<file path="config.mk">
export PLATFORM = sky130hd
export DESIGN_NAME = btn_reset_nmi_conditioner_flat
export DESIGN_NICKNAME = d
export VERILOG_FILES = /design/src/rtl/btn_cond_pkg.sv /design/src/rtl/btn_reset_nmi_conditioner_if.sv /design/src/rtl/btn_debounce.sv /design/src/rtl/btn_reset_nmi_conditioner.sv /design/src/flat_wrapper.sv
export SDC_FILE = /design/constraint.sdc
export NUM_CORES = 1
export LEC_CHECK = 0
export ABC_AREA = 1
export CORE_AREA = 3 3 101 103
export CTS_CLUSTER_DIAMETER = 30
export DETAILED_ROUTE_END_ITERATION = 7
export DIE_AREA = 0 0 104 106
export PLACE_DENSITY_LB_ADDON = 0.25
export SKIP_CTS_REPAIR_TIMING = 1
export SLEW_MARGIN = 20
export SYNTH_ARGS = -nofsm -noshare
export SYNTH_HDL_FRONTEND = slang
export SYNTH_HIERARCHICAL = 1
export SYNTH_SLANG_ARGS = --single-unit
export TNS_END_PERCENT = 5
</file>
<file path="constraint.sdc">
create_clock -name CLK_50MHZ -period 1.3 [get_ports CLK_50MHZ]
set_input_delay 0.325 -clock CLK_50MHZ [delete_from_list [all_inputs] [get_ports CLK_50MHZ]]
set_output_delay 0.325 -clock CLK_50MHZ [all_outputs]
set_load 0.05 [all_outputs]
</file>
<file path="src/rtl/btn_cond_pkg.sv">
// ---------------------------------------------------------------------------
// btn_cond_pkg
// Shared definitions for the push-button reset/NMI conditioner:
//   - rst_state_t : reset sequencer states
//   - *_DEF       : default cycle counts for a 50 MHz board clock
//   - cnt_width() : counter width able to hold the value 'limit'
// ---------------------------------------------------------------------------
package btn_cond_pkg;

    typedef enum logic [1:0] {
        R_POR    = 2'd0,
        R_IDLE   = 2'd1,
        R_ASSERT = 2'd2,
        R_HOLD   = 2'd3
    } rst_state_t;

    localparam int DB_CYCLES_DEF        = 500000;
    localparam int POR_CYCLES_DEF       = 1000000;
    localparam int RST_HOLD_CYCLES_DEF  = 50000;
    localparam int NMI_PULSE_CYCLES_DEF = 50;
    localparam int LONG_CYCLES_DEF      = 100000000;

    // Width needed to count from 0 up to and including 'limit'; never below 1
    // so a degenerate parameter still yields a legal vector.
    function automatic int cnt_width(input int limit);
        return (limit < 1) ? 1 : $clog2(limit + 1);
    endfunction

endpackage

</file>
<file path="src/rtl/btn_reset_nmi_conditioner_if.sv">
// ---------------------------------------------------------------------------
// btn_reset_nmi_conditioner_if
// Button-side bundle of the conditioner.
//   BTN       : raw active-low buttons, [0] = reset, [1] = NMI
//   BTN_RESET : active-high reset level towards the system
//   BTN_NMI   : active-high NMI pulse towards the system
//   BTN_DEB   : debounced pressed state (1 = pressed)
// Modports: master = board/stimulus side, slave = conditioner.
// ---------------------------------------------------------------------------
interface btn_reset_nmi_conditioner_if;

    logic [1:0] BTN;
    logic       BTN_RESET;
    logic       BTN_NMI;
    logic [1:0] BTN_DEB;

    modport master (
        output BTN,
        input  BTN_RESET,
        input  BTN_NMI,
        input  BTN_DEB
    );

    modport slave (
        input  BTN,
        output BTN_RESET,
        output BTN_NMI,
        output BTN_DEB
    );

endinterface

</file>
<file path="src/rtl/btn_debounce.sv">
// ---------------------------------------------------------------------------
// btn_debounce
// Two-flop synchroniser plus counter debounce for one active-low button.
//   clk       in  clock
//   rst_n     in  asynchronous active-low reset
//   btn_raw_n in  raw asynchronous button, 0 = pressed
//   pressed   out debounced state, 1 = pressed (registered)
// A change is accepted only after DB_CYCLES consecutive samples disagree
// with the current stable state.
// ---------------------------------------------------------------------------
module btn_debounce
    import btn_cond_pkg::*;
#(
    parameter int DB_CYCLES = DB_CYCLES_DEF
) (
    input  logic clk,
    input  logic rst_n,
    input  logic btn_raw_n,
    output logic pressed
);

    localparam int            CW       = cnt_width(DB_CYCLES);
    localparam logic [CW-1:0] CNT_LAST = CW'(DB_CYCLES - 1);
    localparam logic [CW-1:0] CNT_ONE  = CW'(1);

    logic          sync_q1;
    logic          sync_q2;
    logic          pressed_sync;
    logic [CW-1:0] cnt;

    // Synchroniser resets to the "released" raw level (high) so nothing
    // looks pressed while coming out of reset.
    always_ff @(posedge clk or negedge rst_n) begin
        if (!rst_n) begin
            sync_q1 <= 1'b1;
            sync_q2 <= 1'b1;
        end else begin
            sync_q1 <= btn_raw_n;
            sync_q2 <= sync_q1;
        end
    end

    assign pressed_sync = ~sync_q2;

    // Count consecutive disagreeing samples; any agreeing sample restarts
    // the count, so a bounce shorter than DB_CYCLES never flips the state.
    always_ff @(posedge clk or negedge rst_n) begin
        if (!rst_n) begin
            pressed <= 1'b0;
            cnt     <= '0;
        end else if (pressed_sync != pressed) begin
            if (cnt == CNT_LAST) begin
                pressed <= pressed_sync;
                cnt     <= '0;
            end else begin
                cnt <= cnt + CNT_ONE;
            end
        end else begin
            cnt <= '0;
        end
    end

endmodule

</file>
<file path="src/rtl/btn_reset_nmi_conditioner.sv">
// ---------------------------------------------------------------------------
// btn_reset_nmi_conditioner
// Turns two bouncing active-low push-buttons into a clean reset level and a
// fixed-width NMI pulse, and stretches the board power-on reset.
//   CLK_50MHZ in  only clock
//   nRST      in  asynchronous active-low reset
//   btn_if    slave modport: BTN in, BTN_RESET / BTN_NMI / BTN_DEB out
// Optional feature: define BTN_COND_LONGPRESS_EN to make an NMI button held
// for LONG_CYCLES debounced clocks escalate into one reset pulse.
// ---------------------------------------------------------------------------
module btn_reset_nmi_conditioner
    import btn_cond_pkg::*;
#(
    parameter int DB_CYCLES        = DB_CYCLES_DEF,
    parameter int POR_CYCLES       = POR_CYCLES_DEF,
    parameter int RST_HOLD_CYCLES  = RST_HOLD_CYCLES_DEF,
    parameter int NMI_PULSE_CYCLES = NMI_PULSE_CYCLES_DEF,
    parameter int LONG_CYCLES      = LONG_CYCLES_DEF
) (
    input  logic                         CLK_50MHZ,
    input  logic                         nRST,
    btn_reset_nmi_conditioner_if.slave   btn_if
);

    localparam int            PW        = cnt_width(POR_CYCLES);
    localparam logic [PW-1:0] POR_LAST  = PW'(POR_CYCLES);
    localparam logic [PW-1:0] POR_ONE   = PW'(1);
    localparam int            HW        = cnt_width(RST_HOLD_CYCLES);
    localparam logic [HW-1:0] HOLD_LAST = HW'(RST_HOLD_CYCLES);
    localparam logic [HW-1:0] HOLD_ONE  = HW'(1);
    localparam int            NW        = cnt_width(NMI_PULSE_CYCLES);
    localparam logic [NW-1:0] NMI_LAST  = NW'(NMI_PULSE_CYCLES);
    localparam logic [NW-1:0] NMI_ONE   = NW'(1);

    logic [1:0]    deb;
    rst_state_t    state;
    logic          btn_reset_q;
    logic [PW-1:0] por_cnt;
    logic [HW-1:0] hold_cnt;
    logic          nmi_q;
    logic          nmi_prev;
    logic [NW-1:0] nmi_cnt;
    logic          long_fire;
    logic          reset_rise;

    btn_debounce #(.DB_CYCLES(DB_CYCLES)) u_deb_reset (
        .clk       (CLK_50MHZ),
        .rst_n     (nRST),
        .btn_raw_n (btn_if.BTN[0]),
        .pressed   (deb[0])
    );

    btn_debounce #(.DB_CYCLES(DB_CYCLES)) u_deb_nmi (
        .clk       (CLK_50MHZ),
        .rst_n     (nRST),
        .btn_raw_n (btn_if.BTN[1]),
        .pressed   (deb[1])
    );

`ifdef BTN_COND_LONGPRESS_EN
    localparam int            LW        = cnt_width(LONG_CYCLES);
    localparam logic [LW-1:0] LONG_LAST = LW'(LONG_CYCLES - 1);
    localparam logic [LW-1:0] LONG_MAX  = LW'(LONG_CYCLES);
    localparam logic [LW-1:0] LONG_ONE  = LW'(1);

    logic [LW-1:0] long_cnt;

    // Long-press timer: runs while NMI is held and parks at LONG_CYCLES, so
    // a single hold can escalate at most once until the button is released.
    always_ff @(posedge CLK_50MHZ or negedge nRST) begin
        if (!nRST) begin
            long_cnt <= '0;
        end else if (!deb[1]) begin
            long_cnt <= '0;
        end else if (long_cnt != LONG_MAX) begin
            long_cnt <= long_cnt + LONG_ONE;
        end
    end

    assign long_fire = deb[1] && (long_cnt == LONG_LAST);
`else
    localparam bit LONG_ESCALATE = 1'b0;

    // Long-press escalation is compiled out; long_fire is tied off.
    assign long_fire = LONG_ESCALATE && (LONG_CYCLES > 0);
`endif

    // True on the cycle the sequencer is about to raise BTN_RESET; lets the
    // NMI one-shot drop its pulse on the same edge the reset goes high.
    assign reset_rise = (state == R_IDLE) && (deb[0] || long_fire);

    // Reset sequencer: power-on stretch, follow the debounced reset button,
    // then keep reset asserted for a hold time after release. The hold
    // counter starts at 1 on release so the tail, including the exit cycle
    // from R_ASSERT, is RST_HOLD_CYCLES+1 clocks; a long-press entry starts
    // at 0 to give the same overall width.
    always_ff @(posedge CLK_50MHZ or negedge nRST) begin
        if (!nRST) begin
            state       <= R_POR;
            btn_reset_q <= 1'b1;
            por_cnt     <= '0;
            hold_cnt    <= '0;
        end else begin
            case (state)
                R_POR: begin
                    if (por_cnt == POR_LAST) begin
                        state       <= R_IDLE;
                        btn_reset_q <= 1'b0;
                        por_cnt     <= '0;
                    end else begin
                        por_cnt <= por_cnt + POR_ONE;
                    end
                end
                R_IDLE: begin
                    if (deb[0]) begin
                        state       <= R_ASSERT;
                        btn_reset_q <= 1'b1;
                    end else if (long_fire) begin
                        state       <= R_HOLD;
                        btn_reset_q <= 1'b1;
                        hold_cnt    <= '0;
                    end
                end
                R_ASSERT: begin
                    if (!deb[0]) begin
                        state    <= R_HOLD;
                        hold_cnt <= HOLD_ONE;
                    end
                end
                R_HOLD: begin
                    if (deb[0]) begin
                        state    <= R_ASSERT;
                        hold_cnt <= '0;
                    end else if (hold_cnt == HOLD_LAST) begin
                        state       <= R_IDLE;
                        btn_reset_q <= 1'b0;
                        hold_cnt    <= '0;
                    end else begin
                        hold_cnt <= hold_cnt + HOLD_ONE;
                    end
                end
                default: begin
                    state       <= R_POR;
                    btn_reset_q <= 1'b1;
                    por_cnt     <= '0;
                    hold_cnt    <= '0;
                end
            endcase
        end
    end

    // NMI one-shot: a debounced rising edge starts a fixed-width pulse.
    // Reset (current or about to rise) kills the pulse and blocks new ones,
    // which also makes reset win when both buttons settle together. Edges
    // seen while a pulse is running are dropped rather than stretching it.
    always_ff @(posedge CLK_50MHZ or negedge nRST) begin
        if (!nRST) begin
            nmi_q    <= 1'b0;
            nmi_prev <= 1'b0;
            nmi_cnt  <= '0;
        end else begin
            nmi_prev <= deb[1];
            if (btn_reset_q || reset_rise) begin
                nmi_q   <= 1'b0;
                nmi_cnt <= '0;
            end else if (nmi_q) begin
                if (nmi_cnt == NMI_LAST) begin
                    nmi_q   <= 1'b0;
                    nmi_cnt <= '0;
                end else begin
                    nmi_cnt <= nmi_cnt + NMI_ONE;
                end
            end else if (deb[1] && !nmi_prev) begin
                nmi_q   <= 1'b1;
                nmi_cnt <= NMI_ONE;
            end
        end
    end

    assign btn_if.BTN_RESET = btn_reset_q;
    assign btn_if.BTN_NMI   = nmi_q;
    assign btn_if.BTN_DEB   = deb;

endmodule

</file>
<file path="src/flat_wrapper.sv">
// flat-port wrapper written by rule: the top's interface ports become plain ports
module btn_reset_nmi_conditioner_flat import btn_cond_pkg::*;
#(
    parameter int DB_CYCLES        = DB_CYCLES_DEF,
    parameter int POR_CYCLES       = POR_CYCLES_DEF,
    parameter int RST_HOLD_CYCLES  = RST_HOLD_CYCLES_DEF,
    parameter int NMI_PULSE_CYCLES = NMI_PULSE_CYCLES_DEF,
    parameter int LONG_CYCLES      = LONG_CYCLES_DEF
)
  (CLK_50MHZ, nRST, btn_if_BTN, btn_if_BTN_RESET, btn_if_BTN_NMI, btn_if_BTN_DEB);
  btn_reset_nmi_conditioner_if btn_if_i ();
  input  logic CLK_50MHZ;
  input  logic nRST;
  input wire logic [$bits(btn_if_i.BTN)-1:0] btn_if_BTN;
  output wire logic [$bits(btn_if_i.BTN_RESET)-1:0] btn_if_BTN_RESET;
  output wire logic [$bits(btn_if_i.BTN_NMI)-1:0] btn_if_BTN_NMI;
  output wire logic [$bits(btn_if_i.BTN_DEB)-1:0] btn_if_BTN_DEB;
  assign btn_if_i.BTN = btn_if_BTN;
  assign btn_if_BTN_RESET = btn_if_i.BTN_RESET;
  assign btn_if_BTN_NMI = btn_if_i.BTN_NMI;
  assign btn_if_BTN_DEB = btn_if_i.BTN_DEB;
  btn_reset_nmi_conditioner #(.DB_CYCLES(DB_CYCLES), .POR_CYCLES(POR_CYCLES), .RST_HOLD_CYCLES(RST_HOLD_CYCLES), .NMI_PULSE_CYCLES(NMI_PULSE_CYCLES), .LONG_CYCLES(LONG_CYCLES)) u_core (.CLK_50MHZ(CLK_50MHZ), .nRST(nRST), .btn_if(btn_if_i));
endmodule
</file>
# After elaboration in Yosys (flattened, before gate mapping)
# Cells that the tools add are included.
# classes
reduce_logical	13
n_shift	0
addsub	5
mul	0
n_eq_ne	16
div_mod_pow	0
magnitude_cmp	0
muxes	28
bitwise_logic	2
# ops
cell	count
19-bit 2-to-1 mux	4
16-bit 2-to-1 mux	3
19-bit by 1-bit adder with 19-bit output, second input constant	2
19-bit equality test, second input constant	2
16-bit one-hot mux with 2 select lines	1
6-bit 2-to-1 mux	4
20-bit by 1-bit adder with 20-bit output, second input constant	1
20-bit equality test, second input constant	1
20-bit 2-to-1 mux	1
16-bit by 1-bit adder with 16-bit output, second input constant	1
16-bit equality test, second input constant	1
2-bit 2-to-1 mux	5
1-bit 2-to-1 mux	8
2-bit one-hot mux with 4 select lines	1
6-bit by 1-bit adder with 6-bit output, second input constant	1
6-bit equality test, second input constant	1
2-bit inequality test, second input constant	3
2-bit AND reduction	3
3-bit nonzero test	2
5-bit AND reduction	1
2-bit equality test, second input constant	2
2-bit by 1-bit inequality test with 1-bit output, second input constant	2
4-bit AND reduction	1
3-bit by 2-bit inequality test with 1-bit output, second input constant	1
9 further kinds	12
# word_totals
register_bits	91
output_inout_bits	4
mem_bits_rw	0
mem_bits_ro	0
in_bits	4
word_cells	79
n_memories	0
latch_bits	0

# Depth between registers and ports, before layout
# depth
word_depth	5
ltp_mapped	10
mapped_depth_nobuf	10

# By module
# Netlist, hierarchy kept.
# modules_own_cells
mod	cells_per_inst	instances	seq_area_each_um2	area_each_um2
btn_reset_nmi_conditioner	366	1	1177.4	2851.5
btn_debounce (u_core.u_deb_nmi)	150	1	553.0	1207.4
btn_debounce (u_core.u_deb_reset)	145	1	553.0	1203.7

# Worst setup path after synthesis
# No wires, ideal clock.
# synth_path
path_type	flip-flop to flip-flop
from	reg u_core.u_deb_reset.pressed
to	reg u_core.hold_cnt[10]
stages_incl_launch_ff	11
period_less_slack_ns	1.581
slack_ns	-0.281
required_time_ns	1.182
setup_ns	0.118
arrival_ns	1.463
path_buffers	1
cell_sequence	dfrtp_1 > inv_2 > nand2_1 > nand2_2 > buf_6 > nand2_4 > inv_2 > nand3b_1 > nand2_1 > nand2_1 > nor2_1
# synth_between
elab_chain_len	2
word_cells_on_any_way	4
cone_classes	1 x eq/ne; 2 x mux; 1 x reduce/logical
# synth_rtl
element	line_no	source
start: declaration	btn_debounce.sv:19	output logic pressed
start signal: assignment	btn_debounce.sv:53	pressed <= pressed_sync;
16-bit 2-to-1 mux / 2-bit inequality test (equally long branches)	--	
16-bit one-hot mux with 2 select lines / 2-bit AND reduction (equally long branches)	--	
end signal: assignment	btn_reset_nmi_conditioner.sv:139	hold_cnt <= hold_cnt + HOLD_ONE;
end: declaration	btn_reset_nmi_conditioner.sv:39	logic [HW-1:0] hold_cnt;
# Several ways; a longest one is shown, not always the timed one.
# A chain may end at the register's enable or synchronous reset.

# Worst setup path after layout
# layout_path
from	reg u_core.btn_reset_q, in the netlist u_core/btn_if.BTN_RESET
to	out btn_if_BTN_RESET
# layout_rtl
element	line_no	source
start: declaration	btn_reset_nmi_conditioner.sv:37	logic btn_reset_q;
start signal: assignment	btn_reset_nmi_conditioner.sv:100	btn_reset_q <= 1'b1;
start signal: assignment	btn_reset_nmi_conditioner.sv:108	btn_reset_q <= 1'b0;
start signal: assignment	btn_reset_nmi_conditioner.sv:117	btn_reset_q <= 1'b1;
end: declaration	flat_wrapper.sv:15	output wire logic [$bits(btn_if_i.BTN_RESET)-1:0] btn_if_BTN_RESET;
# No word-level cell between the ends.

==> flow_metrics.env <==
export IMPL_portBuffers=7
export IMPL_max_freq_ghz=0.676
export IMPL_arrival_ns=1.15
export IMPL_place_ws_ns=-0.193
export IMPL_vias=4682
export IMPL_hold_viol=0
export IMPL_drtIter0Drc=252
export IMPL_critPathTopFamily="flip-flops"
export IMPL_grt_max_degree=40
export IMPL_clock_sinks=91
export IMPL_fp_dieH_um=106
export IMPL_critPathMaxStageDelay_ns=0.56
export IMPL_synthXorXnorAreaFrac=0.0628
export IMPL_core_um2=9280
export IMPL_place_congestion=0.863
export IMPL_maxSlewViolCount=0
export IMPL_cp_slowest_cell="dfstp_2"
export IMPL_fin_ws_ns=-0.178
export IMPL_grt_use_total=0.208
export IMPL_worstMarginPinSlew_ns=0.270
export IMPL_die_w_um=104
export IMPL_syn_cell_area_um2=5260
export IMPL_row_count=35
export IMPL_layout_commonest_cell="nor2_1"
export IMPL_first_pass_iters=5
export IMPL_start_util=0.567
export IMPL_crit_path_start_kind="flip-flop"
export IMPL_grt_overflow=0
export IMPL_layout_common_cells="nor2_1, nand2_1, dfrtp_1, inv_1, buf_4"
export IMPL_finalPower_w=0.00522
export IMPL_fin_crit_ns=1.48
export IMPL_synth_cell_types=41
export IMPL_syn_to_final_growth_pct=26.0
export IMPL_hp_class="in2async"
export IMPL_numCtsBuffers=9
export IMPL_setup_viol=56
export IMPL_synth_fp_nets=673
export IMPL_synth_largest_area_cell="dfrtp_1"
export IMPL_maxCapViolations=0
export IMPL_p_leak_nw=2.92
export IMPL_via_per_inst=5.28
export IMPL_layout_drive_gt1_share=0.291
export IMPL_synthMuxAreaShare=0
export IMPL_htree_levels=3
export IMPL_cp_end_kind="output port"
export IMPL_final_cell_area_um2=6630
export IMPL_synth_simple_area_share=0.355
export IMPL_drt_total_wl_mm=12.2
export IMPL_cts_tree="yes"
export IMPL_final_setup_skew_ns=0.0129
export IMPL_ios=8
export IMPL_placed_area_um2=6040
export IMPL_die_area_um2=11000
export IMPL_period_share=1.14
export IMPL_rsz0062_at_grt="true"
export IMPL_synth_top_family_by_area="simple AND/OR/NAND/NOR gates"
export IMPL_cts_root_buf="clkbuf_8"
export IMPL_antenna_found_initial=0
export IMPL_dp_hpwl_mm=8.32
export IMPL_synth_adder_area_share=0.0190
export IMPL_grt_pass1_wl_mm=19.1
export IMPL_whs_ns=0.314
export IMPL_synth_cells=661
export IMPL_violations="setup timing"
export IMPL_n_antenna_cell=0
export IMPL_post_drt_wl_per_cell_um=13.8
export IMPL_finalCoreUtilization=0.714
export IMPL_peakVddDrop_mv=0.597
export IMPL_crit_required_ns=0.98
export IMPL_crit_chain="buf_6 > buf_12"
export IMPL_grt_pass1_vias=4410
export IMPL_synthTopCellsByArea="dfrtp_1, nor2_1, nand2_1"
export IMPL_ys_warn_count=6
export IMPL_clk_latency_ns=0.37
export IMPL_netlist_area_leader_share=0.409
export IMPL_clock_path_buffers=2
export IMPL_avgSynthCellArea_um2=7.96
export IMPL_cts_clk_slew_worst_paths_ns=0.09
export IMPL_synth_seq_cells=91
export IMPL_synth_compound_area_frac=0.0559
export IMPL_cp_buffers_inverters=2
export IMPL_critical_path_class="reg2out"
export IMPL_outcome="complete, but fails checks"
export IMPL_ys_seq_area_frac=0.434
export IMPL_nets=764
export IMPL_drc=0
export IMPL_power_density_nw_per_um2=787
export IMPL_cp_max_fo=3
export IMPL_antenna_left=0
export IMPL_slew_headroom=0.819
[kinds of logic after synthesis]
logic type / count (synthesis)
flops: 91
fa+ha+maj: 8
compound gates: 51
simple gates: 377
xor+xnor: 36
buf+inv: 98
[where the power goes]
group | switching (W) | internal, W | leakage [nW]
registers | 0.0000154 | 0.00285 | 1.22
clock network | 0.00104 | 0.00114 | 0.113
logic | 0.000108 | 0.0000603 | 1.58
total | 0.00117 | 0.00405 | 2.92
[state kept, by name (all words and copies together), names as in the netlist, 2 cells and up]
register and cells:
u_core/nmi_cnt 6, u_core/por_cnt 20, u_core/state 2, u_core/u_deb_nmi/cnt 19, u_core/u_deb_reset/cnt 19, u_core/hold_cnt 16
[cells in the mapped netlist, drive strengths merged]
cell    number
nor2       147
nand2      123
inv         93
dfrtp       86
nand3       71
xor2        27
o21ai       20
nand4       18
a21oi       15
nor3        11
xnor2        9
ha           8
o22ai        6
dfstp        5
buf          4
nor3b        4
o21bai       3
nand3b       2
o21a         2
o31ai        2
a22oi        1
a31o         1
and3         1
clkinv       1
o211ai       1
[area by class of cell]
class,instances,area (um2)
Multi-Input combinational cell,472,2860
Fill cell,675,2660
Sequential cell,91,2290
Timing Repair Buffer,83,724
Inverter,94,363
Tap cell,129,161
Clock buffer,10,138
Clock inverter,6,86.3
Timing Repair inverter,1,7.51
[layer usage]
metal | global-route usage | vias to the layer above | part of all wire
met2 | 0.367 | 131 | 0.52
met4 | 0.0712 | 0 | 0.017
met5 | 0 | - | 0
li1 | - | 2292 | -
met1 | 0.258 | 2227 | 0.42
met3 | 0.0358 | 32 | 0.038
[metrics by stage]
stage          instances  setup TNS [ns]
6_report             886           -3.61
5_1_grt              886           -9.72
4_1_cts              877           -7.24
3_5_place_dp         861           -5.63
3_3_place_gp         861           -2.75
2_1_floorplan        661          -0.576
[path summary, 6_finish.rpt]
check | slack [ns] | startpoint | endpoint | cells after the start
setup / recovery | -0.18 | u_core/btn_if.BTN_RESET | btn_if_BTN_RESET | 2
hold / removal | 0.31 | nRST | u_core/hold_cnt[9] | 2
setup reg to reg | -0.17 | u_core/por_cnt[0] | u_core/state[0] | 8
hold reg to reg | 0.36 | u_core/u_deb_nmi/sync_q1 | u_core/u_deb_nmi/sync_q2 | 0
max in group asynchronous | 0.50 | nRST | u_core/u_deb_reset/sync_q1 | 3
min in group CLK_50MHZ | 0.36 | u_core/u_deb_nmi/sync_q1 | u_core/u_deb_nmi/sync_q2 | 0
Power figures use the tool's default switching activity.
